[src/rtl/pwm_pkg.sv]
// Shared constants and state encoding for the PWM capture block.
package pwm_pkg;
  localparam int CNT_W_DEF    = 8;
  localparam int FILT_LEN_DEF = 3;
  localparam int CNT_MAX      = (1 << CNT_W_DEF) - 1;

  typedef enum logic [1:0] {
    IDLE = 2'd0,
    HIGH = 2'd1,
    LOW  = 2'd2
  } state_e;
endpackage

[src/rtl/pwm_in_sync.sv]
// PWM pad input conditioning: 2-flop synchronizer, optional glitch filter
// (PWM_CAPTURE_FILTER_EN) and rise/fall edge detect on the resulting level.
module pwm_in_sync #(
  parameter int FILT_LEN = 3
) (
  input  logic clk,
  input  logic rst_n,
  input  logic pwm_in,
  output logic rise,
  output logic fall,
  output logic level
);
  logic [1:0] sync_q, sync_d;
  logic       lvl_dly_q, lvl_dly_d;
  logic       s;

  if (FILT_LEN < 2) begin : g_filt_len_chk
    $error("pwm_in_sync: FILT_LEN must be at least 2");
  end

  assign sync_d = {sync_q[0], pwm_in};
  assign s      = sync_q[1];

`ifdef PWM_CAPTURE_FILTER_EN
  // Level changes only once FILT_LEN consecutive samples agree; the window
  // includes the current sample, so the extra latency is FILT_LEN-1.
  logic [FILT_LEN-2:0] hist_q, hist_d;
  logic [FILT_LEN-1:0] win;
  logic                flt_q, flt_d;

  always_comb begin
    win    = {hist_q, s};
    hist_d = win[FILT_LEN-2:0];
    level  = (&win || ~|win) ? s : flt_q;
    flt_d  = level;
  end

  always_ff @(posedge clk or negedge rst_n) begin
    if (!rst_n) begin
      hist_q <= '0;
      flt_q  <= 1'b0;
    end else begin
      hist_q <= hist_d;
      flt_q  <= flt_d;
    end
  end
`else
  assign level = s;
`endif

  assign lvl_dly_d = level;

  always_ff @(posedge clk or negedge rst_n) begin
    if (!rst_n) begin
      sync_q    <= 2'b00;
      lvl_dly_q <= 1'b0;
    end else begin
      sync_q    <= sync_d;
      lvl_dly_q <= lvl_dly_d;
    end
  end

  assign rise = level & ~lvl_dly_q;
  assign fall = ~level & lvl_dly_q;
endmodule

[src/rtl/pwm_capture.sv]
// Measures high time and rise-to-rise period of an external PWM line.
// Optional glitch filter in the input path: define PWM_CAPTURE_FILTER_EN.
module pwm_capture
  import pwm_pkg::*;
#(
  parameter int CNT_W    = CNT_W_DEF,
  parameter int FILT_LEN = FILT_LEN_DEF
) (
  input  logic             CLK,
  input  logic             RST_N,
  input  logic             PWM_IN,
  output logic [CNT_W-1:0] HIGH_CNT,
  output logic [CNT_W-1:0] PERIOD_CNT,
  output logic             VALID,
  output logic             TIMEOUT
);
  localparam logic [CNT_W-1:0] MAX_V = {CNT_W{1'b1}};
  localparam logic [CNT_W-1:0] ONE   = CNT_W'(1);

  logic rise, fall;
  logic sync_level_unused;

  pwm_in_sync #(.FILT_LEN(FILT_LEN)) u_in_sync (
    .clk    (CLK),
    .rst_n  (RST_N),
    .pwm_in (PWM_IN),
    .rise   (rise),
    .fall   (fall),
    .level  (sync_level_unused)
  );

  state_e           state_q, state_d;
  logic [CNT_W-1:0] hi_q, hi_d, per_q, per_d;
  logic [CNT_W-1:0] high_cnt_q, high_cnt_d, period_cnt_q, period_cnt_d;
  logic             valid_q, valid_d, timeout_q, timeout_d;

  always_comb begin
    state_d      = state_q;
    hi_d         = hi_q;
    per_d        = per_q;
    high_cnt_d   = high_cnt_q;
    period_cnt_d = period_cnt_q;
    valid_d      = 1'b0;
    timeout_d    = timeout_q;
    case (state_q)
      IDLE: begin
        if (rise) begin
          hi_d    = ONE;
          per_d   = ONE;
          state_d = HIGH;
        end
      end
      HIGH: begin
        if (per_q == MAX_V) begin
          state_d   = IDLE;
          hi_d      = '0;
          per_d     = '0;
          timeout_d = 1'b1;
        end else begin
          per_d = per_q + ONE;
          if (fall) state_d = LOW;
          else      hi_d    = hi_q + ONE;
        end
      end
      LOW: begin
        // A rise on the last countable cycle still closes the period.
        if (rise) begin
          high_cnt_d   = hi_q;
          period_cnt_d = per_q;
          valid_d      = 1'b1;
          timeout_d    = 1'b0;
          hi_d         = ONE;
          per_d        = ONE;
          state_d      = HIGH;
        end else if (per_q == MAX_V) begin
          state_d   = IDLE;
          hi_d      = '0;
          per_d     = '0;
          timeout_d = 1'b1;
        end else begin
          per_d = per_q + ONE;
        end
      end
      default: begin
        state_d = IDLE;
        hi_d    = '0;
        per_d   = '0;
      end
    endcase
  end

  always_ff @(posedge CLK or negedge RST_N) begin
    if (!RST_N) begin
      state_q      <= IDLE;
      hi_q         <= '0;
      per_q        <= '0;
      high_cnt_q   <= '0;
      period_cnt_q <= '0;
      valid_q      <= 1'b0;
      timeout_q    <= 1'b0;
    end else begin
      state_q      <= state_d;
      hi_q         <= hi_d;
      per_q        <= per_d;
      high_cnt_q   <= high_cnt_d;
      period_cnt_q <= period_cnt_d;
      valid_q      <= valid_d;
      timeout_q    <= timeout_d;
    end
  end

  assign HIGH_CNT   = high_cnt_q;
  assign PERIOD_CNT = period_cnt_q;
  assign VALID      = valid_q;
  assign TIMEOUT    = timeout_q;
endmodule

[config.mk]
export PLATFORM = sky130hd
export DESIGN_NAME = pwm_capture
export DESIGN_NICKNAME = d
export VERILOG_FILES = /design/src/rtl/pwm_pkg.sv /design/src/rtl/pwm_in_sync.sv /design/src/rtl/pwm_capture.sv
export SDC_FILE = /design/constraint.sdc
export NUM_CORES = 1
export LEC_CHECK = 0
export CAP_MARGIN = 20
export CORE_UTILIZATION = 40
export CTS_CLUSTER_DIAMETER = 150
export DETAILED_ROUTE_END_ITERATION = 6
export MAX_ROUTING_LAYER = met4
export PLACE_DENSITY_LB_ADDON = 0.15
export SLEW_MARGIN = 10
export SYNTH_ARGS = -nofsm -noshare
export SYNTH_HDL_FRONTEND = slang
export SYNTH_HIERARCHICAL = 1
export SYNTH_SLANG_ARGS = --single-unit
[constraint.sdc]
create_clock -name CLK -period 2.6 [get_ports CLK]
set_clock_uncertainty 0.1 [all_clocks]
set_input_delay 0.39 -clock CLK [delete_from_list [all_inputs] [get_ports CLK]]
set_output_delay 0.39 -clock CLK [all_outputs]
set_load 0.01 [all_outputs]
==> results.toml <==
[detailed_routing]
finalWirelength_um = 3430
via_count = 1283
firstDrtPassIters = 4
vias_per_cell = 5.30
wire_per_inst_um = 14.2
drt_drc_violations_left = 0
ant_nets = 0
drt_iter0_drc = 54

[job]
drv_cap = 0

[die]
die-area_mm2 = 0.00490
die_height_um = 70.0
fp.dieW_um = 70.0
core_mm2 = 0.00438
floorplan.initialDensity = 0.422
placementRows = 24
num_io_pins = 21

[power_and_ir_drop]
p_leak_nw = 1.05
vdd_drop_max_mv = 0.454
p_per_area_mw_per_mm2 = 909
p_total_mw = 2.04

[run_status]
status = "finished clean"

[setup_path]
worst-r2r-cell-count = 6
crit_cells = 6
worstPathRequired_ns = 2.68
endpoint_kind = "register"
worstSetupPathType = "register to register"
worst-path-max-fanout = 8
timing.critical_path.buf_inv = 1
critical_path.top_delay_family = "compound AO/OA/AOI/OAI gates"
crit_slowest_cell = "dfrtp_1"
arrival_ns = 2.04
crit_path_start_kind = "register"
path_cells = "inv_1 -> ha_1 -> nor2b_1 -> a21oi_1 -> o21ai_2 -> mux2_2"
slowest_delay_ns = 0.41

[timing]
fin_crit_ns = 1.96
fin_setup_tns_ns = 0
fin_crit_sh = 0.754
max-slew-margin-rel = 0.429
worst_hold_slack_ns = 0.100
setup_violations = 0
grt_setup_unrepaired = "false"
final_hold_viol_count = 0
max_freq_mhz = 510
final-max-slew-violation-count = 0
worstMarginPinSlew_ns = 0.857

[logic_synthesis]
synth_area_mm2 = 0.00185
synth_top_flop_cell = "dfrtp_1"
async_flop_share = 1.00
ys_seq_area_frac = 0.528
synthDistinctLibCells = 35
ys_seq_elements = 39
yosysMostFrequentCell = "dfrtp_1"
yosysTopAreaCellShare = 0.528
ys.warnings.count = 6
syn_avg_cell_area_um2 = 11.3
synth_top_cell_by_area = "dfrtp_1"
synth_edf_count = 0
netlist_instances = 163
ys_top_cells_by_area = "dfrtp_1, mux2_2, ha_1"
synth_nets = 172
ys_top_cells_by_count = "dfrtp_1, mux2_2, nor2_1"

[cts]
postCtsSetupRepairBufs = 0
numCtsBuffers = 5
hold_buffers = 0
clk_latency_ns = 0.29
cts-resized-gates = 0
htreeDepth = 2
tritoncts = "done"
path_clk_slew_ns = 0.08
cts_sinks = 39
cts_root_buffer = "clkbuf_8"
clockBufferDepth = 2

[cells_and_area]
layout-drive-gt1-share = 0.184
n_antenna_cell = 0
fin_nets = 198
final_util = 0.512
area_growth_pct = 21.4

[place]
dpl.hpwl_um = 2410
portBuffers = 20
place_congestion = 0.881

[global_route]
grt_pass1_vias = 1340
grt_busiest_layer = "met2"
overflow = 0
grt_start_max_net_pins = 40
grt_pass1_wl_um = 6010
track_usage = 0.161
met2_usage = 0.264
global_route.usage.met3 = 0.0404
antenna_found_initial = 0
grtUsageMet1 = 0.186

[hold_path]
hold_class = "input pin to async pin"
-- final cells by class --
cell class	count	area, um^2
sequential	39	976
clock inverter	3	67.6
multi-input combinational	113	830
clock buffer	5	68.8
fill	388	2140
timing repair buffer	21	203
tap	52	65.1
inverter	9	33.8
-- metrics by stage --
stage               area, um^2  instances  worst slack (ns)
global placement          2110        234             0.669
global route              2240        242             0.458
detailed placement        2110        234             0.625
finish                    2240        242             0.641
floorplan                 1850        163             0.822
CTS                       2240        242             0.613
-- flip-flops by register name (all words and copies together), names as in the netlist --
signal and count:
u_in_sync/sync_q 2, HIGH_CNT 8, TIMEOUT 1, state_q 2, u_in_sync/lvl_dly_q 1, hi_q 8
VALID 1, PERIOD_CNT 8, per_q 8
-- layout by cell type (no fill, tap or decap), drive strengths merged, types with 2 or more instances in the layout --
cell type,Yosys,layout
inv,9,9
o21ai,6,6
nand3,9,9
nor2b,5,5
mux2i,2,2
nand2,9,9
a211o,2,2
xnor2,4,4
bufinv,0,2
nor2,12,12
clkbuf,1,5
a21oi,9,9
nand4,2,2
nand2b,2,2
nor4,3,3
buf,1,2
clkdlybuf4s50,0,19
nor3,3,3
mux2,17,17
dfrtp,39,39
and3,7,7
or2,2,2
a221o,4,4
ha,6,6
-- final timing paths --
check,start,endpoint,slack [ns]
worst min register to register,u_in_sync/sync_q[0],u_in_sync/sync_q[1],0.26
worst max-delay path,state_q[0],hi_q[0],0.64
min in group CLK,u_in_sync/sync_q[0],u_in_sync/sync_q[1],0.26
worst min-delay path,RST_N,PERIOD_CNT[5],0.10
worst max register to register,state_q[0],hi_q[0],0.64
max in group asynchronous,RST_N,hi_q[0],1.75
-- worst reg2reg max path: cells and delay by family, from the launching register on --
kind                     cells  cell delay (ns)
AO/OA/AOI/OAI                2             0.41
adder cells (fa/ha/maj)      1             0.23
buffers and inverters        1             0.09
flip-flops                   1             0.41
multiplexers                 1             0.38
AND/OR/NAND/NOR              1             0.24
-- kinds of logic (layout without fill, tap and decap cells) --
logic type,after synthesis,after routing,synth area share
simple gates,56,56,0.167
flops,39,39,0.528
compound gates,28,28,0.108
mux,19,19,0.114
buf+inv,11,38,0.0230
fa+ha+maj,6,6,0.0406
xor+xnor,4,4,0.0190
-- where the power goes --
part,switching (mW),internal (mW)
logic,0.360,0.297
registers,0.0794,0.697
clock network,0.222,0.383
-- routing by layer --
metal  part of all wire  vias up
met1               0.46      624
li1                   -      631
met5                  0        -
met4              0.015        0
met3              0.036        6
met2               0.49       22
Note: power is estimated with default switching activity, not from simulation.
